--- src/rtl/serial_tx_uart.sv ---
// serial_tx_uart
//   Takes bytes from the processor serial port, buffers them in a circular
//   FIFO and sends them as 8N1 UART frames, LSB first, at CLKS_PER_BIT clocks
//   per bit. When the FIFO still holds data at the end of a stop bit, the next
//   frame follows without an idle gap.
//
// Ports
//   clock         system clock, rising edge
//   reset         asynchronous active-high reset, clears all state
//   data_in[7:0]  byte to push (processor serial_out)
//   wren_in       push strobe, one byte per cycle
//   ready_out     FIFO not full (processor serial_ready_in)
//   tx_out        UART TX line, idle high
//   busy_out      FIFO non-empty or a frame in progress
//   overflow_out  sticky flag: a push was dropped because the FIFO was full

module serial_tx_uart #(
    parameter int unsigned CLKS_PER_BIT = 868,
    parameter int unsigned FIFO_DEPTH   = 16
) (
    input  logic       clock,
    input  logic       reset,
    input  logic [7:0] data_in,
    input  logic       wren_in,
    output logic       ready_out,
    output logic       tx_out,
    output logic       busy_out,
    output logic       overflow_out
);

    localparam int unsigned PTR_W  = (FIFO_DEPTH > 1) ? $clog2(FIFO_DEPTH) : 1;
    localparam int unsigned CNT_W  = PTR_W + 1;
    localparam int unsigned BAUD_W = (CLKS_PER_BIT > 1) ? $clog2(CLKS_PER_BIT) : 1;

    localparam logic [CNT_W-1:0]  CNT_FULL  = CNT_W'(FIFO_DEPTH);
    localparam logic [BAUD_W-1:0] BAUD_LAST = BAUD_W'(CLKS_PER_BIT - 1);

    typedef enum logic [1:0] {
        S_IDLE  = 2'd0,
        S_START = 2'd1,
        S_DATA  = 2'd2,
        S_STOP  = 2'd3
    } state_t;

    // FIFO storage and bookkeeping
    logic [7:0]       mem [FIFO_DEPTH];
    logic [PTR_W-1:0] wr_ptr;
    logic [PTR_W-1:0] rd_ptr;
    logic [CNT_W-1:0] count;
    logic [CNT_W-1:0] count_next;
    logic             push_c;
    logic             pop_c;
    logic             full_c;
    logic             not_empty_c;

    // Transmit state
    state_t            state;
    state_t            state_next;
    logic [BAUD_W-1:0] baud_cnt;
    logic [BAUD_W-1:0] baud_next;
    logic [2:0]        bit_idx;
    logic [2:0]        bit_next;
    logic [7:0]        shifter;
    logic [7:0]        shifter_next;
    logic              tx_next;
    logic              baud_done_c;

    assign full_c      = (count == CNT_FULL);
    assign not_empty_c = (count != '0);
    assign push_c      = wren_in && !full_c;
    assign baud_done_c = (baud_cnt == BAUD_LAST);

    // Occupancy after this edge; push and pop together leave it unchanged.
    always_comb begin
        count_next = count;
        case ({push_c, pop_c})
            2'b10:   count_next = count + CNT_W'(1);
            2'b01:   count_next = count - CNT_W'(1);
            default: count_next = count;
        endcase
    end

    // FIFO data array; contents need no reset because count guards every read.
    always_ff @(posedge clock) begin
        if (push_c) begin
            mem[wr_ptr] <= data_in;
        end
    end

    // FIFO pointers, occupancy and the flags derived from them.
    always_ff @(posedge clock or posedge reset) begin
        if (reset) begin
            wr_ptr       <= '0;
            rd_ptr       <= '0;
            count        <= '0;
            ready_out    <= 1'b1;
            overflow_out <= 1'b0;
        end else begin
            if (push_c) begin
                wr_ptr <= wr_ptr + PTR_W'(1);
            end
            if (pop_c) begin
                rd_ptr <= rd_ptr + PTR_W'(1);
            end
            count     <= count_next;
            ready_out <= (count_next != CNT_FULL);
            // A write against a full FIFO is dropped even if a pop frees a slot this cycle.
            if (wren_in && full_c) begin
                overflow_out <= 1'b1;
            end
        end
    end

    // Transmit FSM state and datapath registers.
    always_ff @(posedge clock or posedge reset) begin
        if (reset) begin
            state    <= S_IDLE;
            baud_cnt <= '0;
            bit_idx  <= '0;
            shifter  <= '0;
            tx_out   <= 1'b1;
            busy_out <= 1'b0;
        end else begin
            state    <= state_next;
            baud_cnt <= baud_next;
            bit_idx  <= bit_next;
            shifter  <= shifter_next;
            tx_out   <= tx_next;
            busy_out <= (state_next != S_IDLE) || (count_next != '0);
        end
    end

    // Next-state, pop request and next line level.
    always_comb begin
        state_next   = state;
        baud_next    = baud_cnt;
        bit_next     = bit_idx;
        shifter_next = shifter;
        pop_c        = 1'b0;
        tx_next      = 1'b1;

        case (state)
            S_IDLE: begin
                if (not_empty_c) begin
                    pop_c        = 1'b1;
                    shifter_next = mem[rd_ptr];
                    baud_next    = '0;
                    state_next   = S_START;
                end
            end
            S_START: begin
                if (baud_done_c) begin
                    baud_next  = '0;
                    bit_next   = '0;
                    state_next = S_DATA;
                end else begin
                    baud_next = baud_cnt + BAUD_W'(1);
                end
            end
            S_DATA: begin
                if (baud_done_c) begin
                    baud_next = '0;
                    if (bit_idx == 3'd7) begin
                        state_next = S_STOP;
                    end else begin
                        shifter_next = {1'b0, shifter[7:1]};
                        bit_next     = bit_idx + 3'd1;
                    end
                end else begin
                    baud_next = baud_cnt + BAUD_W'(1);
                end
            end
            S_STOP: begin
                if (baud_done_c) begin
                    baud_next = '0;
                    // Chain straight into the next start bit when data is waiting.
                    if (not_empty_c) begin
                        pop_c        = 1'b1;
                        shifter_next = mem[rd_ptr];
                        state_next   = S_START;
                    end else begin
                        state_next = S_IDLE;
                    end
                end else begin
                    baud_next = baud_cnt + BAUD_W'(1);
                end
            end
            default: begin
                state_next = S_IDLE;
            end
        endcase

        // The line level is a function of where the FSM will be after this edge.
        case (state_next)
            S_START: tx_next = 1'b0;
            S_DATA:  tx_next = shifter_next[0];
            default: tx_next = 1'b1;
        endcase
    end

endmodule

--- config.mk ---
export PLATFORM = sky130hd
export DESIGN_NAME = serial_tx_uart
export DESIGN_NICKNAME = d
export VERILOG_FILES = /design/src/rtl/serial_tx_uart.sv
export SDC_FILE = /design/constraint.sdc
export NUM_CORES = 1
export LEC_CHECK = 0
export CAP_MARGIN = 10
export CORE_MARGIN = 3
export CORE_UTILIZATION = 60
export CTS_CLUSTER_DIAMETER = 100
export DETAILED_ROUTE_END_ITERATION = 8
export PLACE_DENSITY = 0.8
export SKIP_LAST_GASP = 1
export SYNTH_ARGS = -nofsm -noshare
export SYNTH_HDL_FRONTEND = slang
export SYNTH_SLANG_ARGS = --single-unit
export TNS_END_PERCENT = 30
--- constraint.sdc ---
create_clock -name clock -period 3.9 [get_ports clock]
set_clock_uncertainty 0.05 [all_clocks]
set_input_delay 0.78 -clock clock [delete_from_list [all_inputs] [get_ports clock]]
set_output_delay 0.78 -clock clock [all_outputs]
set_load 0.05 [all_outputs]
* Yosys cells after proc, flatten, opt, wreduce, memory -nomap -nowiden
Memories as Yosys holds them, arrays and structs flattened.
Index checks and enable logic that the tools add are counted.
** Cells by class
- Muxes and demuxes :: 26
- Reductions and logical operators :: 13
- Equal/unequal tests :: 16
- $add $sub $neg :: 6
** Operators with widths (count)
- $mux W8 :: 4
- $pmux W8 S3 :: 1
- $mux W10 :: 2
- $pmux W10 S2 :: 1
- $add A10 B1 Y10 const B :: 1
- $eq A10 B10 Y1 const B :: 1
- $mux W2 :: 5
- $ne A2 B2 Y1 const B :: 5
- $pmux W5 S2 :: 1
- $reduce_bool A5 Y1 :: 2
- $mux W3 :: 3
- $add A4 B1 Y4 const B :: 2
- $eq A2 B2 Y1 const B :: 4
- $pmux W2 S4 :: 1
- $reduce_and A4 Y1 :: 2
- $eq A2 B1 Y1 const B :: 3
- $pmux W3 S2 :: 1
- $add A5 B1 Y5 const B :: 1
- $eq A5 B5 Y1 const B :: 1
- $mux W1 :: 5
- $ne A5 B5 Y1 const B :: 1
- $sub A5 B1 Y5 const B :: 1
- $pmux W1 S2 :: 2
- $reduce_bool A2 Y1 :: 2
- 8 further kinds :: 9
** Word-level totals
- Bits of input ports :: 11
- Bits in registers :: 40
- Memories kept :: 1
- Output and inout bits :: 4
- RAM bits :: 128
** Memory list
- mem :: words 16, bits a word 8, read ports 1, clocked after memory_dff 0, wr ports 1, line 46 : logic [7:0] mem [FIFO_DEPTH];

* Depth between registers and ports, before layout
Gate-level depths: netlist of the first run.
- Depth in word-level cells :: 8
- Mapped depth :: 13

* Least setup slack after synthesis of the first run
Ideal clock, no wire load.
- Path type :: reg-to-reg
- Start point :: register baud_cnt[0]
- End point :: register busy_out
- Slack :: 0.966 ns
- Cell stages (with the launch flop) :: 12
- Arrival :: 2.747 ns
- Cell sequence :: dfrtp_1 > ha_1 > nor3b_1 > a41o_1 > buf_2 > nand2_1 > nor2_1 > ha_1 > clkbuf_1 > mux2_2 > nor3b_1 > nand4b_1
** On the way
- Cells in the longest elaborated chain, start to end :: 7
- Elaborated cells between the ends (all ways) :: 13
- Classes of those cells :: eq/ne (3); mux (7); reduce/logical (3)
** RTL lines
- from (decl) :: line 59 : logic [BAUD_W-1:0] baud_cnt;
- from (signal assigned) :: line 125 : baud_cnt <= baud_next;
- $eq A10 B10 Y1 * :: line 71 : assign baud_done_c = (baud_cnt == BAUD_LAST);
- $mux W1 * :: line 174 : if (baud_done_c) begin
- $pmux W1 S2 * :: line 142 : case (state)
- $eq A2 B1 Y1 or $eq A2 B2 Y1 (tied branches) :: line 76 : case ({push_c, pop_c})
- $pmux W5 S2 * :: line 76
- named net count_next[1] :: line 50 : logic [CNT_W-1:0] count_next;
- $reduce_bool A5 Y1 * :: line 129 : busy_out <= (state_next != S_IDLE) || (count_next != '0);
- $logic_or A1 B1 Y1 * :: line 129
- to (signal assigned) :: line 129
- to (decl) :: line 27 : output logic busy_out,
Mark *: on every way through the listed nets, which the timed path passes. The rest lies on a longest branch.
A chain may end at the register's enable or synchronous reset.

* Worst setup path after layout of the first run
Same ends and word-level chain as after synthesis.

==> flow_metrics.env, run 1 <==
export IMPL_status="complete, no violations"
export IMPL_ys_seq_elements=168
export IMPL_synth_compound_area_share=0.0590
export IMPL_crit_chain="ha_1, nor3b_1, a41o_1, nand3_1, xnor2_1, ha_1, or4_1, mux2i_1, o21bai_1, xnor2_1, nand4b_1"
export IMPL_vias=3948
export IMPL_cp_max_fo=14
export IMPL_synth_area_mux_share=0.131
export IMPL_peakVddDrop_v=0.000499
export IMPL_cp_buffers_inverters=0
export IMPL_grt_overflow=0
export IMPL_dr_pass1_iters=5
export IMPL_worstSetupEndpointType="register"
export IMPL_clock_tree_root_cell="clkbuf_16"
export IMPL_synth_nets=473
export IMPL_rsz0062_at_grt="no"
export IMPL_h_tree_depth=4
export IMPL_area_delta_synth_final_pct=11.9
export IMPL_hold_path_class="register to register"
export IMPL_synthDistinctLibCells=49
export IMPL_yosysTopAreaCellShare=0.535
export IMPL_crit_arrival_ns=3.62
export IMPL_slowest_stage="a41o_1"
export IMPL_clk_latency_ns=0.43
export IMPL_crit_type="register to register"
export IMPL_initial_core_util=0.622
export IMPL_grt_use_total=0.230
export IMPL_fin_crit_ns=3.39
export IMPL_clock_sinks=168
export IMPL_tightest_slew_ns=0.832
export IMPL_synth_xor_area_frac=0.0171
export IMPL_hold_depth=1
export IMPL_seq_area_frac_synth=0.674
export IMPL_cts_tree="done"
export IMPL_path_delay_family="simple AND/OR/NAND/NOR gates"
export IMPL_drt_iter0_drc=374
export IMPL_cp_start_kind="register"
export IMPL_p_total_mw=4.30
export IMPL_vias_per_cell=6.29
export IMPL_finalWeightedCongestion=0.811
export IMPL_drcViolationCount=0
export IMPL_antenna_found_initial=0
export IMPL_nFillCells=724
export IMPL_period_share=0.869
export IMPL_synth_top_area_cell="edfxtp_1"
export IMPL_wl_per_cell_um=21.8
export IMPL_layout_common_cells="128 x edfxtp_1, 40 x mux4_2, 37 x dfrtp_1"
export IMPL_yosys_area_share_simple=0.0734
export IMPL_holdBufCountCts=0
export IMPL_slew_violations=0
export IMPL_timing_rr_start="baud_cnt[0]"
export IMPL_diodes=0
export IMPL_clock_fmax_mhz=295
export IMPL_syn_area_mm2=0.00719
export IMPL_max_stage_delay_ns=0.51
export IMPL_cts_setup_buffers=0
export IMPL_hpwl_mm=8.98
export IMPL_maxSlewHeadroom=0.443
export IMPL_syn_avg_cell_area_um2=16.1
export IMPL_synth_top_family_by_area="multiplexers"
export IMPL_p_per_area_mw_per_mm2=534
export IMPL_pin_count=15
export IMPL_first_global_vias=4018
export IMPL_r2r_cells=11
export IMPL_p_leak_nw=2.83
export IMPL_tritoncts_num_buffers=17
export IMPL_max_cap_violations=0
export IMPL_nets=498
export IMPL_synth_edff_count=128
export IMPL_post_cts_resize_count=0
export IMPL_synthAdderAreaFrac=0.0261
export IMPL_core_mm2=0.0116
export IMPL_postLayoutCoreUtil=0.696
export IMPL_grt_pass1_wl_mm=22.5
export IMPL_layout_commonest_cell="edfxtp_1"
export IMPL_synthTopCellsByArea="edfxtp_1 53%, dfrtp_1 13%, mux4_2 13%"
export IMPL_num_rows=39
export IMPL_die_area_mm2=0.0133
export IMPL_wirelength_mm=13.7
export IMPL_critPathRequiredTime_ns=4.13
export IMPL_setup_viol=0
export IMPL_synth_flop_cell="edfxtp_1"
export IMPL_drtAntennaViolNets=0
export IMPL_finalHoldViolations=0
export IMPL_setup_tns_ns=0
export IMPL_die_x_um=115
export IMPL_yosys_warnings=0
export IMPL_grt_max_degree=33
export IMPL_clockBufferDepth=2
export IMPL_worstHoldStart="overflow_out"
export IMPL_synthArstFlopShare=0.238
export IMPL_startpoint="baud_cnt[0]"
export IMPL_postSynthCellCount=447
export IMPL_die_y_um=115
export IMPL_port_buffer_count=14
export IMPL_drive_gt1_frac=0.186
export IMPL_worst_path_stages=11
export IMPL_clk_pin_slew_ns=0.06
routing by layer:
| metal | share of wire | GRT usage |
|---|---|---|
| met5 | 0 | 0 |
| met4 | 0.015 | 0.0829 |
| met3 | 0.049 | 0.0621 |
| met2 | 0.52 | 0.373 |
| met1 | 0.42 | 0.306 |
cells by family after synthesis:
family,Yosys count
compound gates,67
xor+xnor,14
fa+ha+maj,15
buf+inv,33
flops,168
mux,44
simple gates,106
flip-flops by register name, indices dropped and copies added, names as in the netlist:
signal	count
baud_cnt	10
bit_idx	3
busy_out	1
count	5
mem	128
overflow_out	1
rd_ptr	4
ready_out	1
shifter	8
state	2
tx_out	1
wr_ptr	4
power by group:
| part | internal, mW | switching, mW |
|---|---|---|
| Clock | 0.816 | 0.681 |
| Sequential | 2.12 | 0.147 |
| Combinational | 0.215 | 0.314 |
area by class of cell:
type                       instances  area (um^2)  share of cell area
inverter                          12         45.0             0.00560
sequential                       168         4850               0.603
clock inverter                    14          101              0.0126
tap                              143          179              0.0222
multi-input combinational        246         2210               0.274
timing repair buffer              27          238              0.0295
clock buffer                      18          429              0.0533
worst reg2reg max path, cell delays in order (launching register included):
cell	delay [ns]
dfrtp_1	0.41
ha_1	0.23
nor3b_1	0.34
a41o_1	0.51
nand3_1	0.29
xnor2_1	0.21
ha_1	0.24
or4_1	0.41
mux2i_1	0.14
o21bai_1	0.09
xnor2_1	0.15
nand4b_1	0.20
stage by stage:
| step | cell area [um^2] | hold slack (ns) | setup slack, ns | instances |
|---|---|---|---|---|
| after CTS | 8050 | 0.427 | 0.544 | 628 |
| after detailed placement | 7520 | 0.413 | 0.575 | 596 |
| after floorplan | 7190 | 0.393 | 0.966 | 447 |
| after global placement | 7520 | 0.403 | 0.757 | 596 |
| final | 8050 | 0.421 | 0.512 | 628 |
| after global routing | 8050 | 0.447 | 0.220 | 628 |
path summary, 6_finish.rpt:
| kind | end | slack, ns |
|---|---|---|
| worst max register to register | busy_out | 0.51 |
| min in group asynchronous | busy_out | 0.71 |
| worst max-delay path | busy_out | 0.51 |
| worst min register to register | overflow_out | 0.42 |
| max in group asynchronous | shifter[1] | 2.32 |
| worst min-delay path | overflow_out | 0.42 |
synth_stat cells, types with 2 or more instances:
master / instances
xor2_1: 4
nor2b_1: 2
dfstp_2: 2
or4_1: 2
nor3_1: 9
nor3b_1: 4
mux4_2: 40
buf_2: 10
inv_1: 11
nand2b_1: 6
buf_1: 3
a21o_1: 2
nor2_1: 26
mux2_2: 2
a21oi_1: 12
dfrtp_1: 38
nand2_1: 34
nand4_1: 2
ha_1: 15
clkbuf_1: 8
o21ai_0: 27
o21bai_1: 2
a211oi_1: 2
xnor2_1: 10
mux2i_1: 2
nand3_1: 10
a32oi_1: 8
and3_1: 4
edfxtp_1: 128
o21ai_1: 2
a22oi_1: 2
Power figures use the tool's default switching activity.
==> inputs of run 2 (changes only) <==
--- a/config.mk
+++ b/config.mk
@@ -10,7 +10,9 @@
 export CORE_UTILIZATION = 60
 export CTS_CLUSTER_DIAMETER = 100
 export DETAILED_ROUTE_END_ITERATION = 8
+export GPL_TIMING_DRIVEN = 1
 export PLACE_DENSITY = 0.8
+export SKIP_CTS_REPAIR_TIMING = 1
 export SKIP_LAST_GASP = 1
 export SYNTH_ARGS = -nofsm -noshare
 export SYNTH_HDL_FRONTEND = slang
==> results of run 2 <==
Final layout, timing and power as in run 1 (identical DEF).
